## src/rtl/vga_frame_reader.sv

```systemverilog
// vga_frame_reader
//   Display-side reader for the QVGA RGB332 frame buffer. Generates VGA
//   timing from the pixel clock, reads the buffer's read-only port with 2x
//   upscaling in both axes and drives RGB444 to the connector. A colour-bar
//   pattern can replace buffer data for bring-up.
//
// Ports
//   Clk          in   pixel clock, rising edge
//   Rst          in   asynchronous active-high reset
//   data_out     in   [7:0]  buffer read data RGB332, valid one Clk after addr_out
//   Pattern      in   1 = colour bars, 0 = buffer image (sampled at frame start)
//   addr_out     out  [16:0] buffer read address
//   VGA_Hsync    out  horizontal sync, active low
//   VGA_Vsync    out  vertical sync, active low
//   VGA_R/G/B    out  [3:0] colour
//   Frame_start  out  one-Clk pulse when pixel (0,0) is on the pins
module vga_frame_reader #(
  parameter int H_VIS = 640,
  parameter int H_FP  = 16,
  parameter int H_SW  = 96,
  parameter int H_BP  = 48,
  parameter int V_VIS = 480,
  parameter int V_FP  = 10,
  parameter int V_SW  = 2,
  parameter int V_BP  = 33,
  parameter int IMG_W = 320,
  parameter int IMG_H = 240
) (
  input  logic        Clk,
  input  logic        Rst,
  input  logic [7:0]  data_out,
  input  logic        Pattern,
  output logic [16:0] addr_out,
  output logic        VGA_Hsync,
  output logic        VGA_Vsync,
  output logic [3:0]  VGA_R,
  output logic [3:0]  VGA_G,
  output logic [3:0]  VGA_B,
  output logic        Frame_start
);

  // The address arithmetic is a fixed y*320 shift-add, so the stored image
  // geometry must match it.
  if (IMG_W != 320 || IMG_W * 2 != H_VIS || IMG_H * 2 != V_VIS) begin : g_geom_check
    $error("vga_frame_reader: image geometry does not match display timing");
  end

  localparam int H_TOT = H_VIS + H_FP + H_SW + H_BP;
  localparam int V_TOT = V_VIS + V_FP + V_SW + V_BP;

  localparam logic [9:0] H_LAST = 10'(H_TOT - 1);
  localparam logic [9:0] V_LAST = 10'(V_TOT - 1);
  localparam logic [9:0] H_ACT  = 10'(H_VIS);
  localparam logic [9:0] V_ACT  = 10'(V_VIS);
  localparam logic [9:0] HS_BEG = 10'(H_VIS + H_FP);
  localparam logic [9:0] HS_END = 10'(H_VIS + H_FP + H_SW);
  localparam logic [9:0] VS_BEG = 10'(V_VIS + V_FP);
  localparam logic [9:0] VS_END = 10'(V_VIS + V_FP + V_SW);

  logic [9:0]  hcnt_q, hcnt_d;
  logic [9:0]  vcnt_q, vcnt_d;
  logic        pattern_q, pattern_d;
  logic [16:0] addr_q, addr_d;

  // Stages 1 and 2 of the timing side-band; stage 3 is the output registers.
  logic [2:1]  act_q, hs_q, vs_q, fs_q;
  logic [2:0]  bar1_q, bar2_q;

  logic        hs_out_q, vs_out_q, fs_out_q;
  logic [11:0] rgb_q, rgb_d;

  logic        act0, hs0_n, vs0_n, fs0;
  logic [8:0]  img_x, img_y;

  // Raw timing from the counters.
  always_comb begin
    act0  = (hcnt_q < H_ACT) && (vcnt_q < V_ACT);
    hs0_n = !((hcnt_q >= HS_BEG) && (hcnt_q < HS_END));
    vs0_n = !((vcnt_q >= VS_BEG) && (vcnt_q < VS_END));
    fs0   = (hcnt_q == '0) && (vcnt_q == '0);
  end

  always_comb begin
    hcnt_d = hcnt_q + 10'd1;
    vcnt_d = vcnt_q;
    if (hcnt_q == H_LAST) begin
      hcnt_d = '0;
      vcnt_d = (vcnt_q == V_LAST) ? '0 : vcnt_q + 10'd1;
    end
  end

  // 2x upscale: y*320 + x as (y<<8)+(y<<6)+x; the address holds in blanking.
  always_comb begin
    img_x  = hcnt_q[9:1];
    img_y  = vcnt_q[9:1];
    addr_d = addr_q;
    if (act0) begin
      addr_d = 17'({img_y, 8'b0}) + 17'({img_y, 6'b0}) + 17'(img_x);
    end
  end

  // Pattern only changes at the frame origin so a frame is never mixed.
  always_comb begin
    pattern_d = fs0 ? Pattern : pattern_q;
  end

  // Colour stage: data_out belongs to the pixel now at stage 2.
  always_comb begin
    rgb_d = '0;
    if (act_q[2]) begin
      if (pattern_q) begin
        case (bar2_q)
          3'd0:    rgb_d = 12'hFFF;
          3'd1:    rgb_d = 12'hF00;
          3'd2:    rgb_d = 12'h0F0;
          3'd3:    rgb_d = 12'h00F;
          default: rgb_d = 12'h000;
        endcase
      end else begin
        rgb_d = {data_out[7:5], data_out[7],
                 data_out[4:2], data_out[4],
                 data_out[1:0], data_out[1:0]};
      end
    end
  end

  always_ff @(posedge Clk or posedge Rst) begin
    if (Rst) begin
      hcnt_q    <= '0;
      vcnt_q    <= '0;
      pattern_q <= 1'b0;
      addr_q    <= '0;
      act_q     <= '0;
      hs_q      <= '1;
      vs_q      <= '1;
      fs_q      <= '0;
      bar1_q    <= '0;
      bar2_q    <= '0;
      hs_out_q  <= 1'b1;
      vs_out_q  <= 1'b1;
      fs_out_q  <= 1'b0;
      rgb_q     <= '0;
    end else begin
      hcnt_q    <= hcnt_d;
      vcnt_q    <= vcnt_d;
      pattern_q <= pattern_d;
      addr_q    <= addr_d;
      act_q     <= {act_q[1], act0};
      hs_q      <= {hs_q[1], hs0_n};
      vs_q      <= {vs_q[1], vs0_n};
      fs_q      <= {fs_q[1], fs0};
      bar1_q    <= hcnt_q[9:7];
      bar2_q    <= bar1_q;
      hs_out_q  <= hs_q[2];
      vs_out_q  <= vs_q[2];
      fs_out_q  <= fs_q[2];
      rgb_q     <= rgb_d;
    end
  end

  assign addr_out    = addr_q;
  assign VGA_Hsync   = hs_out_q;
  assign VGA_Vsync   = vs_out_q;
  assign Frame_start = fs_out_q;
  assign VGA_R       = rgb_q[11:8];
  assign VGA_G       = rgb_q[7:4];
  assign VGA_B       = rgb_q[3:0];

endmodule

```

## config.mk

```make
export PLATFORM = sky130hd
export DESIGN_NAME = vga_frame_reader
export DESIGN_NICKNAME = d
export VERILOG_FILES = /design/src/rtl/vga_frame_reader.sv
export SDC_FILE = /design/constraint.sdc
export NUM_CORES = 1
export LEC_CHECK = 0
export CORE_UTILIZATION = 50
export CTS_CLUSTER_SIZE = 20
export DETAILED_ROUTE_END_ITERATION = 7
export GPL_TIMING_DRIVEN = 0
export PLACE_DENSITY_LB_ADDON = 0.25
export SYNTH_ARGS = -nofsm -noshare
export SYNTH_HDL_FRONTEND = slang
export SYNTH_SLANG_ARGS = --single-unit
export TNS_END_PERCENT = 10
```

## constraint.sdc

```tcl
create_clock -name Clk -period 2.74 [get_ports Clk]
set_input_delay 0.548 -clock Clk [delete_from_list [all_inputs] [get_ports Clk]]
set_output_delay 0.548 -clock Clk [all_outputs]
set_load 0.05 [all_outputs]
```

== Word level (Yosys, flattened, before mapping) ==
Cells that the tools add are included.

* Register bits after elaboration: 67
* Input port bits: 11
* Output and inout bits: 32
* Word-level logic and storage cells: 43

* $add $sub $neg: 4
* Order comparisons: 6
* Equal/unequal tests: 5
* Multiplexer cells: 5
* Reductions and logical operators: 9

{| class="wikitable"
|+ Operators with widths
! kind !! count
|-
| 12-bit case mux with 4 select lines || 1
|-
| 12-bit 2-to-1 mux || 2
|-
| 10-bit by 1-bit adder with 10-bit output (second input constant) || 2
|-
| 10-bit equality test (second input constant) || 2
|-
| 10-bit logical NOT || 2
|-
| 10-bit less-than comparator (second input constant) || 2
|-
| 10-bit by 9-bit less-than comparator with 1-bit output (second input constant) || 2
|-
| 10-bit 2-to-1 mux || 2
|-
| 17-bit by 15-bit adder with 17-bit output || 1
|-
| 17-bit by 9-bit adder with 17-bit output || 1
|-
| 10-bit greater-or-equal comparator (second input constant) || 1
|-
| 10-bit by 9-bit greater-or-equal comparator with 1-bit output (second input constant) || 1
|-
| 3-bit by 2-bit equality test with 1-bit output (second input constant) || 2
|-
| 1-bit logical AND || 4
|-
| 3-bit by 1-bit equality test with 1-bit output (second input constant) || 1
|-
| 3-bit logical NOT || 1
|-
| 1-bit logical NOT || 2
|}

== Depth between registers and ports, before layout ==
* Word-level depth: 4
* Depth in mapped cells: 8
* Gate-level depth less buffers: 8

== Worst setup path after synthesis ==
OpenSTA, ideal clock, no wires.

* Path kind: reg-to-reg
* Start point: register hcnt_q[9]
* End point: register addr_q[14] (netlist: addr_out[14])
* Library setup time: 0.126 ns
* Arrival: 2.234 ns
* Required time: 2.614 ns
* Path slack: 0.380 ns
* Cell stages (with the launch flop): 9
* Path buffers: 0
* Period minus slack after synthesis: 2.360 ns
* Cells stage by stage: dfrtp_1 inv_1 fa_1 inv_1 ha_1 a211oi_1 o21a_1 o21ai_0 a221o_1

* Longest elaborated chain between the ends: 2
* Elaborated cells on any way between the ends: 3
* Classes of those cells: 1 x add/sub; 1 x order compare; 1 x reduce/logical

{| class="wikitable"
|+ RTL lines
! what !! RTL line !! source
|-
| start: declaration || 60 || <nowiki>logic [9:0] hcnt_q, hcnt_d;</nowiki>
|-
| start signal: assignment || 144 || <nowiki>hcnt_q <= hcnt_d;</nowiki>
|-
| branches (longest 2 deep; another with 17-bit by 9-bit adder with 17-bit output) || - ||
|-
| end signal: assignment || 147 || <nowiki>addr_q <= addr_d;</nowiki>
|-
| end: declaration || 63 || <nowiki>logic [16:0] addr_q, addr_d;</nowiki>
|}

Several ways; the timed one is not identified.
A chain may end at the register's enable or synchronous reset.

== Worst setup path in the final report ==
* Start point: register vcnt_q[3]
* End point: register addr_q[15] (netlist: addr_out[15])

* Longest elaborated chain between the ends: 2
* Elaborated cells on any way between the ends: 4
* Classes of those cells: 2 x add/sub; 1 x order compare; 1 x reduce/logical

{| class="wikitable"
|+ RTL lines
! what !! RTL line !! source
|-
| start: declaration || 61 || <nowiki>logic [9:0] vcnt_q, vcnt_d;</nowiki>
|-
| start signal: assignment || 145 || <nowiki>vcnt_q <= vcnt_d;</nowiki>
|-
| 17-bit by 15-bit adder with 17-bit output / 10-bit by 9-bit less-than comparator with 1-bit output (equally long branches) || 98, 77 ||
|-
| 17-bit by 9-bit adder with 17-bit output / 1-bit logical AND (equally long branches) || 98, 77 ||
|}

Several ways; a longest one is shown, not always the timed one.

==> run metrics <==
worst hold stages 0; DP HPWL 4.293 mm; clk sinks 63; nets 378; drt first pass iters 7; xor/xnor share of the synthesized area 0.04043; hold path start fs_q[1]; failing checks DRC; largest family of logic cells by synthesized area simple AND/OR/NAND/NOR gates; CTS tree built; max-cap viol count 0; Post-Layout Inst Area 3812 um^2; Setup-failing EPs final 0; CTS buffer count 9; GRT Total Usage 0.2118; Hold WS 0.3496 ns; startpoint types flip-flop; Die W 79.89 um; leakage power 1.762 nW; Worst Tran Pin Value 0.7178 ns; clock root cell clkbuf_8; Initial DRC Count 118; Yosys cell types 47; Die Y 79.89 um; clk slew on worst S/H paths 0.06 ns; Area Overhead vs Synth 25.70%; Slew HR 0.5170; Syn Nets 324; vias in the first global route 2189; Post-synth ARST share 1.000; number of antenna violations at the first check in global routing 0; drt total wl 6.042 mm; full die area 6382 um^2; first-pass GRT wire length 10.02 mm; RSZ-0062 raised after global routing false; Max Slew Vio Count 0; Hold EP fs_q[2]; Total Power 2.026 mW; most common cell after layout, fill and taps aside dfrtp_1; PortBufs 42; Synth warnings 0; reg2reg path depth 7; outcome finished with violations; Wirelength per Cell 14.25 um; worst reg2reg path endpoint addr_out[15]; min cycle time layout 2.553 ns; area post-placement 3567 um^2; DR DRC count 3; via count 2291; ant diodes 0; compound-gate portion of the synthesized area 0.1093; vias per cell 5.403; Hold Buf Count CTS 0; Post-synth EDFFs 0; Critical Path RT 2.97 ns; share of post-route cells with drive strength above 1 0.09742; Syn Std Cell Area 3033 um^2; commonest cells after routing, fill and taps aside dfrtp_1, clkdlybuf4s50_1, nand2_1; GRT Residual Overflow 0; FF+latch count, synth 63; Post-synth top flop dfrtp_1; GPL Wtd Cong 0.8055; Clock Path Buffers 2; core area 5886 um^2; I/O pins 43; worst r2r src vcnt_q[3]; Setup Skew 0.005335 ns; largest net degree at the start of global routing 44; fmax 391.8 MHz; Synth Area in Simple Gates 0.1795; num rows 28; syn avg cell area 10.46 um^2; crit path max fanout 5; Fill cells 475; Starting Density 0.5153; Clk Latency, worst-skew pair 0.34 ns; Worst Path Arrival 2.78 ns; power density cells 531.5 nW/um^2; register area share after synthesis 0.5223; hold crit path type flip-flop to flip-flop; H-tree level count 3; cells after synthesis 290; CP Capture Type flip-flop; Post-Route Utilization 0.6477; fin crit share 0.9316; Antenna Nets Post-Route 0; Worst IR Drop VDD 0.0002501 V; adder-cell share of the synthesized area 0.09983; mux contribution to synthesized area 0.007013; kind of critical path flip-flop to flip-flop; reg2reg setup slack 0.19 ns; Hold Fails Final Rpt 0
per-layer routing:
layer / GRT usage / part of all wire
met2: 0.3282 / 0.47
met5: 0 / 0
met3: 0.04114 / 0.043
met4: 0.1214 / 0.028
met1: 0.2766 / 0.46
through the flow:
| step | setup TNS, ns | setup WS (ns) | instances |
|---|---|---|---|
| 5_1_grt | 0 | 0.002642 | 424 |
| 6_report | 0 | 0.1875 | 424 |
| 4_1_cts | 0 | 0.1194 | 424 |
| 2_1_floorplan | 0 | 0.3803 | 290 |
| 3_3_place_gp | -22.30 | -0.3951 | 407 |
| 3_5_place_dp | 0 | 0.1395 | 408 |
Yosys cell counts, types with 4 or more instances:
cell type | n | area share
xor2_1 | 7 | 0.020
nand4_1 | 8 | 0.017
xnor2_1 | 7 | 0.020
dfrtp_1 | 57 | 0.47
nor2_1 | 17 | 0.021
dfstp_2 | 6 | 0.052
buf_4 | 5 | 0.012
nor3_1 | 4 | 0.0066
nor2b_1 | 7 | 0.014
nand2_1 | 38 | 0.047
and3_1 | 4 | 0.0082
o21ai_0 | 17 | 0.028
inv_1 | 16 | 0.020
clkbuf_1 | 4 | 0.0049
ha_1 | 21 | 0.087
nand3_1 | 11 | 0.018
o21a_1 | 8 | 0.020
a21oi_1 | 8 | 0.013
nand2b_1 | 5 | 0.010
cell type report:
type | count | area [um^2] | area share
multi-input cells | 199 | 1328 | 0.3482
clock buffers | 13 | 148.9 | 0.03905
repair buffers | 43 | 440.4 | 0.1155
well taps | 75 | 93.84 | 0.02461
flip-flops and latches | 63 | 1585 | 0.4158
clock inverters | 3 | 90.09 | 0.02363
plain buffers | 12 | 66.31 | 0.01739
inverters | 16 | 60.06 | 0.01575
repair_timing:
action	in CTS	in global routing
setup endpoints to repair	0	1
buffers inserted	0	0
hold endpoints to repair	0	0
resized for setup	0	2
report_power, final:
part           total, mW  switching [mW]  leakage, nW  internal (mW)
sequential         0.944         0.00493        0.796          0.939
combinational      0.118          0.0712        0.848         0.0464
clock              0.965           0.334        0.118          0.631
total               2.03           0.410         1.76           1.62
cell families (layout without fill, tap and decap cells):
group	after synthesis	after routing
AOI/OAI and AO/OA	51	51
DFF	63	63
adders and majority gates	23	23
buffers and inverters	28	87
muxes	2	2
and+or+nand+nor	109	109
xor gates and xnor gates	14	14
sequential cells by signal, summed over array words and instances (netlist names):
| signal | cells |
|---|---|
| addr_out | 17 |
| hcnt_q | 10 |
| vcnt_q | 10 |
| rgb_q | 8 |
| bar1_q | 3 |
| bar2_q | 3 |
| act_q | 2 |
| fs_q | 2 |
| hs_q | 2 |
| vs_q | 2 |
| Frame_start | 1 |
| VGA_Hsync | 1 |
| VGA_Vsync | 1 |
| pattern_q | 1 |
worst max-delay path: stages (launching register included):
cell	delay (ns)
dfrtp_1	0.43
inv_1	0.17
fa_1	0.49
fa_1	0.48
nand2b_1	0.19
a211oi_1	0.31
o21ai_0	0.15
a31o_2	0.24
worst max path at each step:
stage                    from            to  slack [ns]  cells after the start
floorplan           hcnt_q[9]  addr_out[14]        0.38                      8
global placement          Rst   addr_out[5]       -0.40                      2
detailed placement  vcnt_q[1]  addr_out[14]        0.14                      8
CTS                 vcnt_q[1]  addr_out[14]        0.12                      8
global route        hcnt_q[9]  addr_out[14]       0.003                      8
finish              vcnt_q[3]  addr_out[15]        0.19                      7
Power figures use the tool's default switching activity.
